==> config.mk <==
export PLATFORM = sky130hd
export DESIGN_NAME = kgs_multiword_adder
export DESIGN_NICKNAME = d
export VERILOG_FILES = /design/src/rtl/kgs_multiword_adder.sv
export SDC_FILE = /design/constraint.sdc
export NUM_CORES = 1
export LEC_CHECK = 0
export CORE_AREA = 5 5 94 114
export CTS_CLUSTER_SIZE = 10
export DETAILED_ROUTE_END_ITERATION = 12
export DIE_AREA = 0 0 99 119
export PLACE_DENSITY = 0.76
export SETUP_SLACK_MARGIN = 0.5
export SYNTH_ARGS = -nofsm -noshare
export SYNTH_HDL_FRONTEND = slang
export SYNTH_SLANG_ARGS = --single-unit
==> constraint.sdc <==
create_clock -name clk -period 4.9 [get_ports clk]
set_input_delay 0.49 -clock clk [delete_from_list [all_inputs] [get_ports clk]]
set_output_delay 0.49 -clock clk [all_outputs]
set_load 0.02 [all_outputs]
==> src/rtl/kgs_multiword_adder.sv <==
// Multi-precision add/subtract engine: streams word pairs LS-word first through a
// Kogge-Stone core, chaining a registered carry between words of one operation.
module kgs #(
  parameter int size = 32
) (
  input  logic [size-2:0] a,
  input  logic [size-2:0] b,
  input  logic            cin,
  output logic [size-2:0] sum,
  output logic            cout
);
  localparam int N  = size - 1;
  localparam int LV = (N > 1) ? $clog2(N) : 0;

  logic [LV:0][N-1:0] gl;
  logic [LV:0][N-1:0] pl;
  logic [N:0]         c;

  assign gl[0] = a & b;
  assign pl[0] = a ^ b;

  genvar gk, gi;
  generate
    for (gk = 0; gk < LV; gk++) begin : g_level
      for (gi = 0; gi < N; gi++) begin : g_bit
        if (gi >= (1 << gk)) begin : g_merge
          assign gl[gk+1][gi] = gl[gk][gi] | (pl[gk][gi] & gl[gk][gi-(1<<gk)]);
          assign pl[gk+1][gi] = pl[gk][gi] & pl[gk][gi-(1<<gk)];
        end else begin : g_pass
          assign gl[gk+1][gi] = gl[gk][gi];
          assign pl[gk+1][gi] = pl[gk][gi];
        end
      end
    end

    // cin folds in after the prefix tree: group propagate over [i:0] passes it up.
    assign c[0] = cin;
    for (gi = 0; gi < N; gi++) begin : g_carry
      assign c[gi+1] = gl[LV][gi] | (pl[LV][gi] & cin);
      assign sum[gi] = pl[0][gi] ^ c[gi];
    end
  endgenerate

  assign cout = c[N];
endmodule

module kgs_multiword_adder #(
  parameter int WIDTH = 31,
  parameter int CNT_W = 8
) (
  input  logic             clk,
  input  logic             rst_n,
  input  logic             in_valid,
  output logic             in_ready,
  input  logic [WIDTH-1:0] in_a,
  input  logic [WIDTH-1:0] in_b,
  input  logic             in_first,
  input  logic             in_last,
  input  logic             in_sub,
  output logic             out_valid,
  input  logic             out_ready,
  output logic [WIDTH-1:0] out_sum,
  output logic             out_carry,
  output logic             out_last,
  output logic [CNT_W-1:0] out_idx,
  output logic             err
);
  localparam logic IDLE = 1'b0;
  localparam logic BUSY = 1'b1;

  logic             state_q;
  logic             carry_q;
  logic             mode_q;
  logic [CNT_W-1:0] idx_q;

  logic             accept;
  logic             first_eff;
  logic             sub;
  logic [WIDTH-1:0] b_eff;
  logic             cin;
  logic [WIDTH-1:0] sum;
  logic             cout;
  logic [CNT_W-1:0] idx_next;
  logic             proto_err;

  assign in_ready = !out_valid || out_ready;
  assign accept   = in_valid && in_ready;

  // A non-first beat arriving in IDLE is still treated as the start of an operation.
  always_comb begin
    first_eff = (state_q == IDLE) || in_first;
    sub       = first_eff ? in_sub : mode_q;
    b_eff     = sub ? ~in_b : in_b;
    cin       = first_eff ? sub : carry_q;
    idx_next  = first_eff ? '0 : idx_q;
    proto_err = ((state_q == IDLE) && !in_first) || ((state_q == BUSY) && in_first);
  end

  kgs #(.size(WIDTH + 1)) u_core (
    .a    (in_a),
    .b    (b_eff),
    .cin  (cin),
    .sum  (sum),
    .cout (cout)
  );

  always_ff @(posedge clk or negedge rst_n) begin
    if (!rst_n) begin
      out_valid <= 1'b0;
      out_sum   <= '0;
      out_carry <= 1'b0;
      out_last  <= 1'b0;
      out_idx   <= '0;
      err       <= 1'b0;
      carry_q   <= 1'b0;
      mode_q    <= 1'b0;
      idx_q     <= '0;
      state_q   <= IDLE;
    end else begin
      if (accept) begin
        out_valid <= 1'b1;
        out_sum   <= sum;
        out_carry <= cout;
        out_last  <= in_last;
        out_idx   <= idx_next;
        carry_q   <= cout;
        mode_q    <= sub;
        idx_q     <= idx_next + CNT_W'(1);
        state_q   <= in_last ? IDLE : BUSY;
        if (proto_err) err <= 1'b1;
      end else if (out_valid && out_ready) begin
        out_valid <= 1'b0;
      end
    end
  end
endmodule

==> summary.txt, run 1 <==
================================================================================
Outcome                                                                completed
Net total in the final layout                                                700
Global-route wire length before repair                              19180 microns
Post-synth cell types                                                         55
DR vias                                                                     4001
First drt pass iteration count                                                 6
Kind of cell with the highest combined delay on the critical path   compound AO/OA/AOI/OAI gates
Highest metal layer used by the detailed router                             met4
Layout cells sized above 1                                                4.682%
Hold buffers post-CTS                                                          0
PnR worst setup slack                                                   870.5 ps
Yosys warnings                                                                 0
Count of antenna-violating nets left after detailed routing                    0
Clock tree from TritonCTS                                                    yes
Time the final worst path needs with I/O delays and setup                4030 ps
MaxCap Viol Count                                                              0
Tot GR Track Use                                                          19.51%
Most common flop cell mapped by yosys                                    dfrtp_1
Initial core utilization                                                  44.17%
Crit path max fanout                                                          13
Final antenna diode count                                                      0
Detailed Place HPWL                                                 9099 microns
Setup Buffers After CTS                                                        0
Filler Cell Count                                                            875
Post-Route M1 WL                                                    4712 microns
Data required, critical path                                             5100 ps
Sequential area share after synthesis                                     31.88%
Final design instance area without fill                             0.005527 sq mm
Most common library cell in the layout ignoring fill and taps       clkdlybuf4s50_1
Total number of clock tree sinks                                              53
Met2 Routed Length                                                  6060 microns
Longest individual stage delay on the worst path                          630 ps
Slowest stage cell on the critical path                                  mux2i_4
Pre-CTS setup slack                                                     583.0 ps
Leading cell types in the layout, fill and taps excluded            clkdlybuf4s50_1 (111), nand2_1 (84), dfrtp_1 (53), xnor2_1 (45), o21ai_0 (40)
Final Setup Violations                                                         0
Vertical extent of the die                                           119 microns
Gates resized, CTS repair                                                      0
Setup TNS Final                                                             0 ps
Routability congestion estimate                                           0.8965
Critical path start-end classification                                    in2reg
Syn Std Cell Area                                                   0.004160 sq mm
Total power divided by cell area                                    372.9 mW/mm^2
Number of global-route vias before repair                                   4016
Post-Route Skew                                                         3.999 ps
Standby leakage power                                                   2.342 nW
Final WL                                                            11510 microns
Number of I/O port buffers                                                   112
Total count of hold-check failures in the final report                         0
Final number of max-transition violations                                      0
Number of levels the H-tree was split into                                     2
Wire length on met3                                                  541 microns
Combined area of the multi-input logic cells                        0.002690 sq mm
Row count                                                                     39
Number of ports placed on the die boundary                                   113
Chain of cells forming the critical path                            clkdlybuf4s50_1 -> inv_1 -> ha_1 -> mux2i_4 -> buf_4 -> xnor2_1 -> ha_1 -> inv_1 -> o21bai_1 -> a21o_1 -> a221o_1 -> a221oi_2 -> a21boi_1 -> o21a_1 -> o31ai_1
Achievable Freq                                                       0.2482 GHz
Average instance area after synthesis                                8.287 sq um
Flip-flop and latch count after synthesis                                     53
DP Area                                                             0.005376 sq mm
Data arrival at the endpoint of the critical path                        4230 ps
Clock Path Buffers                                                             2
Slew at the pin with the worst max-slew slack                           908.7 ps
Via/cell ratio                                                             5.549
CP startpoint kind                                                    input port
Floorplan core area                                                 0.009418 sq mm
Crit share post-route                                                     82.24%
TritonCTS Buffers                                                              5
Post-Syn Instances                                                           502
Nets in the synthesized netlist                                              605
Synth async-reset ratio                                                   100.0%
Remaining design rule violation count                                          0
Area delta synth->final                                                   32.84%
FF/Latch Area                                                       0.001326 sq mm
Clk pin slew, worst setup/hold paths                                       70 ps
Antenna violations before repair                                               0
Latest clock arrival within the worst-skew pair                           290 ps
Number of enable flip-flop cells after synthesis                               0
Average wire per standard cell                                      15.97 microns
Full die area                                                       0.01178 sq mm
Min-delay worst type                                                    in2async
Die width                                                             99 microns
RSZ-0062 raised after global routing                                          no
GR Overflow Total                                                              0
Worst slew slack as a fraction of its limit                               39.42%
Maximum number of pins on one net before global-route repair                  54
Number of DRC markers after the initial detailed-route iteration             186
Master cell of the clock root buffer                                   clkbuf_16
Capturing element type of the critical path                            flip-flop
Worst VDD drop                                                          149.1 uV
Worst path buffer plus inverter count                                          4
================================================================================
cells in the mapped netlist, drive strengths merged (3+ instances only):
cell type,n,area [sq um]
nand4,13,81.33
ha,33,412.9
mux2i,3,30.03
nand2b,4,25.02
o31ai,8,60.06
nor2,29,108.9
o21a,8,60.06
xor2,9,78.83
a31oi,5,46.29
o211ai,3,22.52
a21o,15,112.6
nand3,18,90.09
a211oi,4,30.03
nand2,85,319.1
dfrtp,53,1326
clkbuf,28,105.1
o21bai,6,45.04
inv,12,45.04
a21oi,31,155.2
xnor2,45,394.1
nor3,6,30.03
and2,4,25.02
o21ai,43,215.2
registers in the layout, summed over array words and instances (netlist names):
| name | count |
|---|---|
| carry_q | 1 |
| err | 1 |
| idx_q | 8 |
| mode_q | 1 |
| out_idx | 8 |
| out_last | 1 |
| out_sum | 31 |
| out_valid | 1 |
| state_q | 1 |
power breakdown:
group / internal (mW) / switching (mW) / leakage [nW] / total [mW]
clock: 0.192 / 0.170 / 0.0704 / 0.362
combinational: 0.493 / 0.601 / 1.61 / 1.09
sequential: 0.538 / 0.0669 / 0.666 / 0.604
kinds of logic after synthesis:
logic type | Yosys count | synth area share, %
buffers and inverters | 42 | 3.819
XOR/XNOR | 54 | 11.37
AO/OA/AOI/OAI | 145 | 23.16
adder cells (fa/ha/maj) | 34 | 10.41
AND/OR/NAND/NOR | 169 | 18.11
flip-flops | 53 | 31.88
multiplexers | 5 | 1.263
cell type report:
cell class	count	area share, %
inverter	12	0.8150
tap	123	2.785
sequential	53	24.00
multi-input combinational	407	48.68
timing repair buffer	118	21.01
clock buffer	5	2.264
clock inverter	3	0.4528
routing by layer:
layer,global-route usage [%],vias to the layer above
met5,0,-
met2,35.08,123
li1,-,1976
met3,1.813,15
met4,5.636,0
met1,24.66,1887
path summary, 6_finish.rpt:
kind / from / cells after the start / slack (ps) / endpoint
hold reg to reg: err / 1 / 460 / err
min in group clk: err / 1 / 460 / err
setup reg to reg: state_q / 13 / 1140 / out_sum[26]
hold / removal: rst_n / 2 / 310 / out_sum[1]
max in group asynchronous: rst_n / 2 / 4130 / out_sum[26]
setup / recovery: in_first / 15 / 870 / out_sum[26]
per-stage QoR:
stage / power (mW) / util [%] / hold slack, ps / std cells
global placement: 1.681 / 57.09 / 443.8 / 713
CTS: 2.071 / 58.68 / 346.5 / 721
detailed placement: 1.704 / 57.09 / 447.4 / 713
global route: 2.197 / 58.68 / 380.4 / 721
floorplan: 1.271 / - / 194.4 / 502
finish: 2.061 / 58.68 / 313.0 / 721
No activity file was read; power rests on OpenSTA's default activity.
==> inputs of run 2 (changes only) <==
PLACE_DENSITY = 0.79   (was 0.76)
clock period = 3.35 ns   (was 4.9 ns; I/O delays follow)
==> summary.txt, run 2 (synthesis results as in run 1) <==
================================================================================
Power consumption                                                       3.756 mW
Total power divided by cell area                                    530.1 mW/mm^2
DR vias                                                                     4668
Kind of cell with the highest combined delay on the critical path   compound AO/OA/AOI/OAI gates
Initial core utilization                                                  44.17%
Terminus of the critical flop-to-flop path                           out_sum[24]
Remaining design rule violation count                                          0
Time the final worst path needs with I/O delays and setup                3306 ps
Setup slack of the most critical reg-to-reg path                           40 ps
Most common library cell in the layout ignoring fill and taps              buf_4
Full die area                                                       0.01178 sq mm
Maximum number of pins on one net before global-route repair                  53
Final WL                                                            14330 microns
Area delta synth->final                                                   70.32%
Most flops, register                                                     out_sum
Crit path max fanout                                                           7
GR Overflow Total                                                              0
Worst VDD drop                                                          305.2 uV
Layout cells sized above 1                                                30.17%
Final number of max-transition violations                                      0
Slowest stage cell on the critical path                                  dfrtp_1
Antenna violations before repair                                               0
Capturing element type of the critical path                            flip-flop
First drt pass iteration count                                                 4
Slew at the pin with the worst max-slew slack                           826.6 ps
Via/cell ratio                                                             5.498
Latest clock arrival within the worst-skew pair                           300 ps
TritonCTS Buffers                                                              5
Number of DRC markers after the initial detailed-route iteration             247
Clock Path Buffers                                                             2
Clk pin slew, worst setup/hold paths                                       70 ps
Row count                                                                     39
Worst path buffer plus inverter count                                          2
Number of levels the H-tree was split into                                     2
Setup TNS Final                                                             0 ps
Achievable Freq                                                       0.3025 GHz
Hold buffers post-CTS                                                          0
Longest individual stage delay on the worst path                          400 ps
RSZ-0062 raised after global routing                                         yes
Worst slew slack as a fraction of its limit                               44.89%
Global-route wire length before repair                              21200 microns
Net total in the final layout                                                828
Total count of hold-check failures in the final report                         0
Most used cell along the critical path                                      ha_4
CP startpoint kind                                                     flip-flop
Leading cell types in the layout, fill and taps excluded            buf_4 (118), clkdlybuf4s50_1 (110), nand2_1 (83), dfrtp_1 (53), xnor2_1 (30)
Post-Route Skew                                                         6.175 ps
Reg2Reg Depth                                                                 14
Data arrival at the endpoint of the critical path                        3540 ps
MaxCap Viol Count                                                              0
Number of I/O port buffers                                                   112
Final Setup Violations                                                         0
Floorplan core area                                                 0.009418 sq mm
Largest registers ranked by flip-flop count                         out_sum (31), idx_q (8), out_idx (8)
Standby leakage power                                                   3.142 nW
Die width                                                             99 microns
Number of global-route vias before repair                                   4574
Detailed Place HPWL                                                 10170 microns
Max reg flops                                                                 31
Count of antenna-violating nets left after detailed routing                    0
Data required, critical path                                             3580 ps
Tot GR Track Use                                                          21.88%
Reg-to-reg startpoint                                                    state_q
Average wire per standard cell                                      16.88 microns
Min-delay worst type                                                    in2async
Clock tree from TritonCTS                                                    yes
Final antenna diode count                                                      0
Routability congestion estimate                                           0.9203
Outcome                                                                completed
Total number of clock tree sinks                                              53
Master cell of the clock root buffer                                   clkbuf_16
Critical path start-end classification                                   reg2reg
Number of ports placed on the die boundary                                   113
Crit share post-route                                                     98.68%
Chain of cells forming the critical path                            ha_4 -> mux2i_4 -> buf_12 -> buf_4 -> xnor2_2 -> ha_4 -> o21ai_1 -> nor2_2 -> o32a_1 -> a31oi_4 -> o31a_1 -> o2111a_1 -> or4_1 -> nand3_1
Vertical extent of the die                                           119 microns
================================================================================
-- run 2: worst register-to-register path, delay by kind of cell, from the launching register on --
kind / cells / cell delay (ps)
buffers and inverters: 2 / 320
and+or+nand+nor: 3 / 650
adders and majority gates: 2 / 480
muxes: 1 / 300
DFF: 1 / 400
xor gates and xnor gates: 1 / 80
AOI/OAI and AO/OA: 5 / 1030
-- run 2: report_power, final --
part	internal, mW	switching (mW)
logic	1.20	1.14
clock network	0.279	0.251
registers	0.786	0.105
-- run 2: area by class of cell --
type | instances | area, sq um
Multi-Input combinational cell | 407 | 3183
Timing Repair Buffer | 246 | 2227
Tap cell | 123 | 153.9
Clock inverter | 3 | 22.52
Sequential cell | 53 | 1326
Inverter | 12 | 47.55
Clock buffer | 5 | 125.1
Fill cell | 626 | 2332
-- run 2: worst max path at each step --
stage          startpoint           to  slack [ps]  depth (start not counted)
2_1_floorplan     state_q  out_sum[24]         170                         14
3_3_place_gp     in_first  out_sum[26]        -300                         16
3_5_place_dp     in_first  out_sum[26]        -330                         16
4_1_cts           state_q  out_sum[26]         120                         14
5_1_grt           state_q  out_sum[29]         -60                         15
6_report          state_q  out_sum[24]          40                         14
-- run 2: routing by layer --
metal / vias up / share of wire, % / global-route usage, %
li1: 2236 / - / -
met2: 153 / 54 / 41.30
met5: - / 0 / 0
met4: 0 / 2.7 / 5.807
met1: 2239 / 38 / 25.36
met3: 40 / 4.7 / 3.333
-- run 2: timing repair --
item	CTS	global route
setup endpoints to repair	27	27
gates resized for setup	18	78
setup buffers	9	13
pin swaps	20	38
gates cloned	1	0
-- run 2: through the flow --
step                hold slack (ps)  instances  worst slack, ps  util, %  cell area [sq um]
finish                        134.3        849            44.15    75.24               7086
CTS                           158.9        836            115.7    70.00               6593
global placement              445.0        818           -300.4    66.43               6256
global route                  206.8        849           -61.85    75.24               7086
floorplan                     39.41        502            166.3        -               4293
detailed placement            449.1        818           -334.3    66.43               6256
==> inputs of run 3 (changes only) <==
CTS_CLUSTER_SIZE = unset   (was 10)
==> results of run 3 <==
Final layout, timing and power as in run 2 (identical DEF).
==> edit: new RTL, config.mk and constraints of run 1 <==
Put one more register stage on the output `err`, without a reset. The value now appears one clock later. The other outputs are not delayed to match.
--- a/src/rtl/kgs_multiword_adder.sv
+++ b/src/rtl/kgs_multiword_adder.sv
@@ -68,6 +68,8 @@
   localparam logic IDLE = 1'b0;
   localparam logic BUSY = 1'b1;
 
+  logic err_s0;
+
   logic             state_q;
   logic             carry_q;
   logic             mode_q;
@@ -111,7 +113,7 @@
       out_carry <= 1'b0;
       out_last  <= 1'b0;
       out_idx   <= '0;
-      err       <= 1'b0;
+      err_s0    <= 1'b0;
       carry_q   <= 1'b0;
       mode_q    <= 1'b0;
       idx_q     <= '0;
@@ -127,11 +129,15 @@
         mode_q    <= sub;
         idx_q     <= idx_next + CNT_W'(1);
         state_q   <= in_last ? IDLE : BUSY;
-        if (proto_err) err <= 1'b1;
+        if (proto_err) err_s0 <= 1'b1;
       end else if (out_valid && out_ready) begin
         out_valid <= 1'b0;
       end
     end
   end
+  always_ff @(posedge clk) begin
+    err <= err_s0;
+  end
+
 endmodule
 
Formal check against the unedited RTL: not equivalent (a bounded check fails within 4 cycles, from zero or initial values and one cycle with rst_n low).
==> edit against run 1 <==
  * Sequential share of layout area is 1.5 points higher
  * First-iteration DRC count fell by 14%
  * Area after synthesis shrank 6.1%
  * Cell area fell by 4.5%
  * Fmax barely moved
  * Sequential cell count increased by 1
  * Via count down 12%
  * Final cell count shrank 6.9%
  * Die area is the same
  * Routed wire length decreased by 14%
  * Setup slack worse by 0.00099 ns
  * Utilization down 2.7 points
  * Total power fell by 3.9%
  * Largest cell class unchanged
  * Highest routed layer unchanged
==> edit: results (changes against run 1) <==
[global_routing]
grt_pass1_wl_mm = 16.50  ; -14%
grt_pass1_vias = 3664  ; -8.8%
grt_util_met3 = 0.02456  ; +0.006433
grt_util_met1 = 0.1895  ; -0.05706
grtUsageTotal = 0.1670  ; -0.02818
grt_use_met2 = 0.3210  ; -0.02983

[final_layout]
fin_cells = 671  ; -6.9%
clk_share = 0.02822  ; +0.001051
layout-drive-gt1-share = 0.06022  ; +0.01340
multi_input_gates = 358  ; -12%
multi_input_area_mm2 = 0.002432  ; -9.6%
seqCellArea_mm2 = 0.001346  ; +1.5%
nonClkBufAreaFrac = 0.2186  ; +0.008543
nFillCells = 847  ; -3.2%
seq_cells = 54  ; +1.9%
multi_input_area_share = 0.4610  ; -0.02577
nNetsFinal = 650  ; -7.1%

[pwr]
combPwrFrac = 0.508  ; -0.023
power.share.switching = 0.3842  ; -0.02222
seqPwrFrac = 0.312  ; +0.019
ir_drop_mv = 0.1973  ; +32%
p_leak_nw = 2.257  ; -3.6%
intPower_mw = 1.219  ; -0.31%

[worst_setup_path]
path_max_fanout = 20  ; +7
r2r-end = out_sum[29]$_DFFE_PN0P_
cp_slowest_stage_delay_ns = 0.42  ; -0.21 ns
cp.arrival_ns = 4.17  ; -0.06 ns

[synthesis]
yosys-top-cells-count = 78 x nand2_1, 54 x xnor2_1, 53 x dfrtp_1
synth.mux.area_fraction = 0.01634  ; +0.003709
yosys.area_share.xor_xnor = 0.1346  ; +0.02089
syn_avg_cell_area_um2 = 8.756  ; +5.7%
synth_nets = 549  ; -9.3%
ys_seq_area_frac = 0.3448  ; +0.02596
synth_area_leaders = dfrtp_1 34%, xnor2_1 12%, ha_1 11%
synth.distinct_cells = 54  ; -1.8%
synthAdderAreaFrac = 0.1109  ; +0.006802

[detailed_routing]
dr_wl_met2_mm = 5.466  ; -9.8%
wl_met1_mm = 3.858  ; -18%
vias = 3507  ; -12%
wl_met3_um = 444  ; -18%
dr.pass1.iters = 4  ; -2

[timing]
slew_headroom = 0.4377  ; +0.04353
fin_skew_ns = 0.004891  ; +0.0008923 ns
timing.hold.ws_ns = 0.3341  ; +0.02114 ns

[placed_design]
dp_hpwl_mm = 7.887  ; -13%
dp_slack_ns = 0.5328  ; -0.05014 ns
place_area_mm2 = 0.005127  ; -4.6%
dp_cells = 663  ; -7.0%
gp_congestion = 0.8543  ; -4.7%

[status]
outcome = finished clean

## edit: cell types whose count changed after synthesis, moves of 6 or more
cell	delta
o21ai_0	+7
xnor2_1	+9
nor2_1	-20
clkbuf_1	-10
nand2_1	-7
o31ai_1	-7
o21a_1	-7
nand4_1	-6
## edit: worst max-delay path by stage
stage,start,to,slack (ns)
final,in_first,out_sum[29]$_DFFE_PN0P_,0.87
after global placement,in_first,out_sum[29]$_DFFE_PN0P_,0.63
after global routing,in_first,out_sum[29]$_DFFE_PN0P_,0.56
after floorplan,in_first,out_sum[29]$_DFFE_PN0P_,0.81
after detailed placement,in_first,out_sum[29]$_DFFE_PN0P_,0.53
after CTS,in_first,out_sum[29]$_DFFE_PN0P_,0.81
## edit: worst max-delay path: cells and delay by family
family                   cells  cell delay, ns
AO/OA/AOI/OAI                7            1.72
adder cells (fa/ha/maj)      2            0.55
XOR/XNOR                     1            0.16
buffers and inverters        3            0.80
multiplexers                 2            0.44
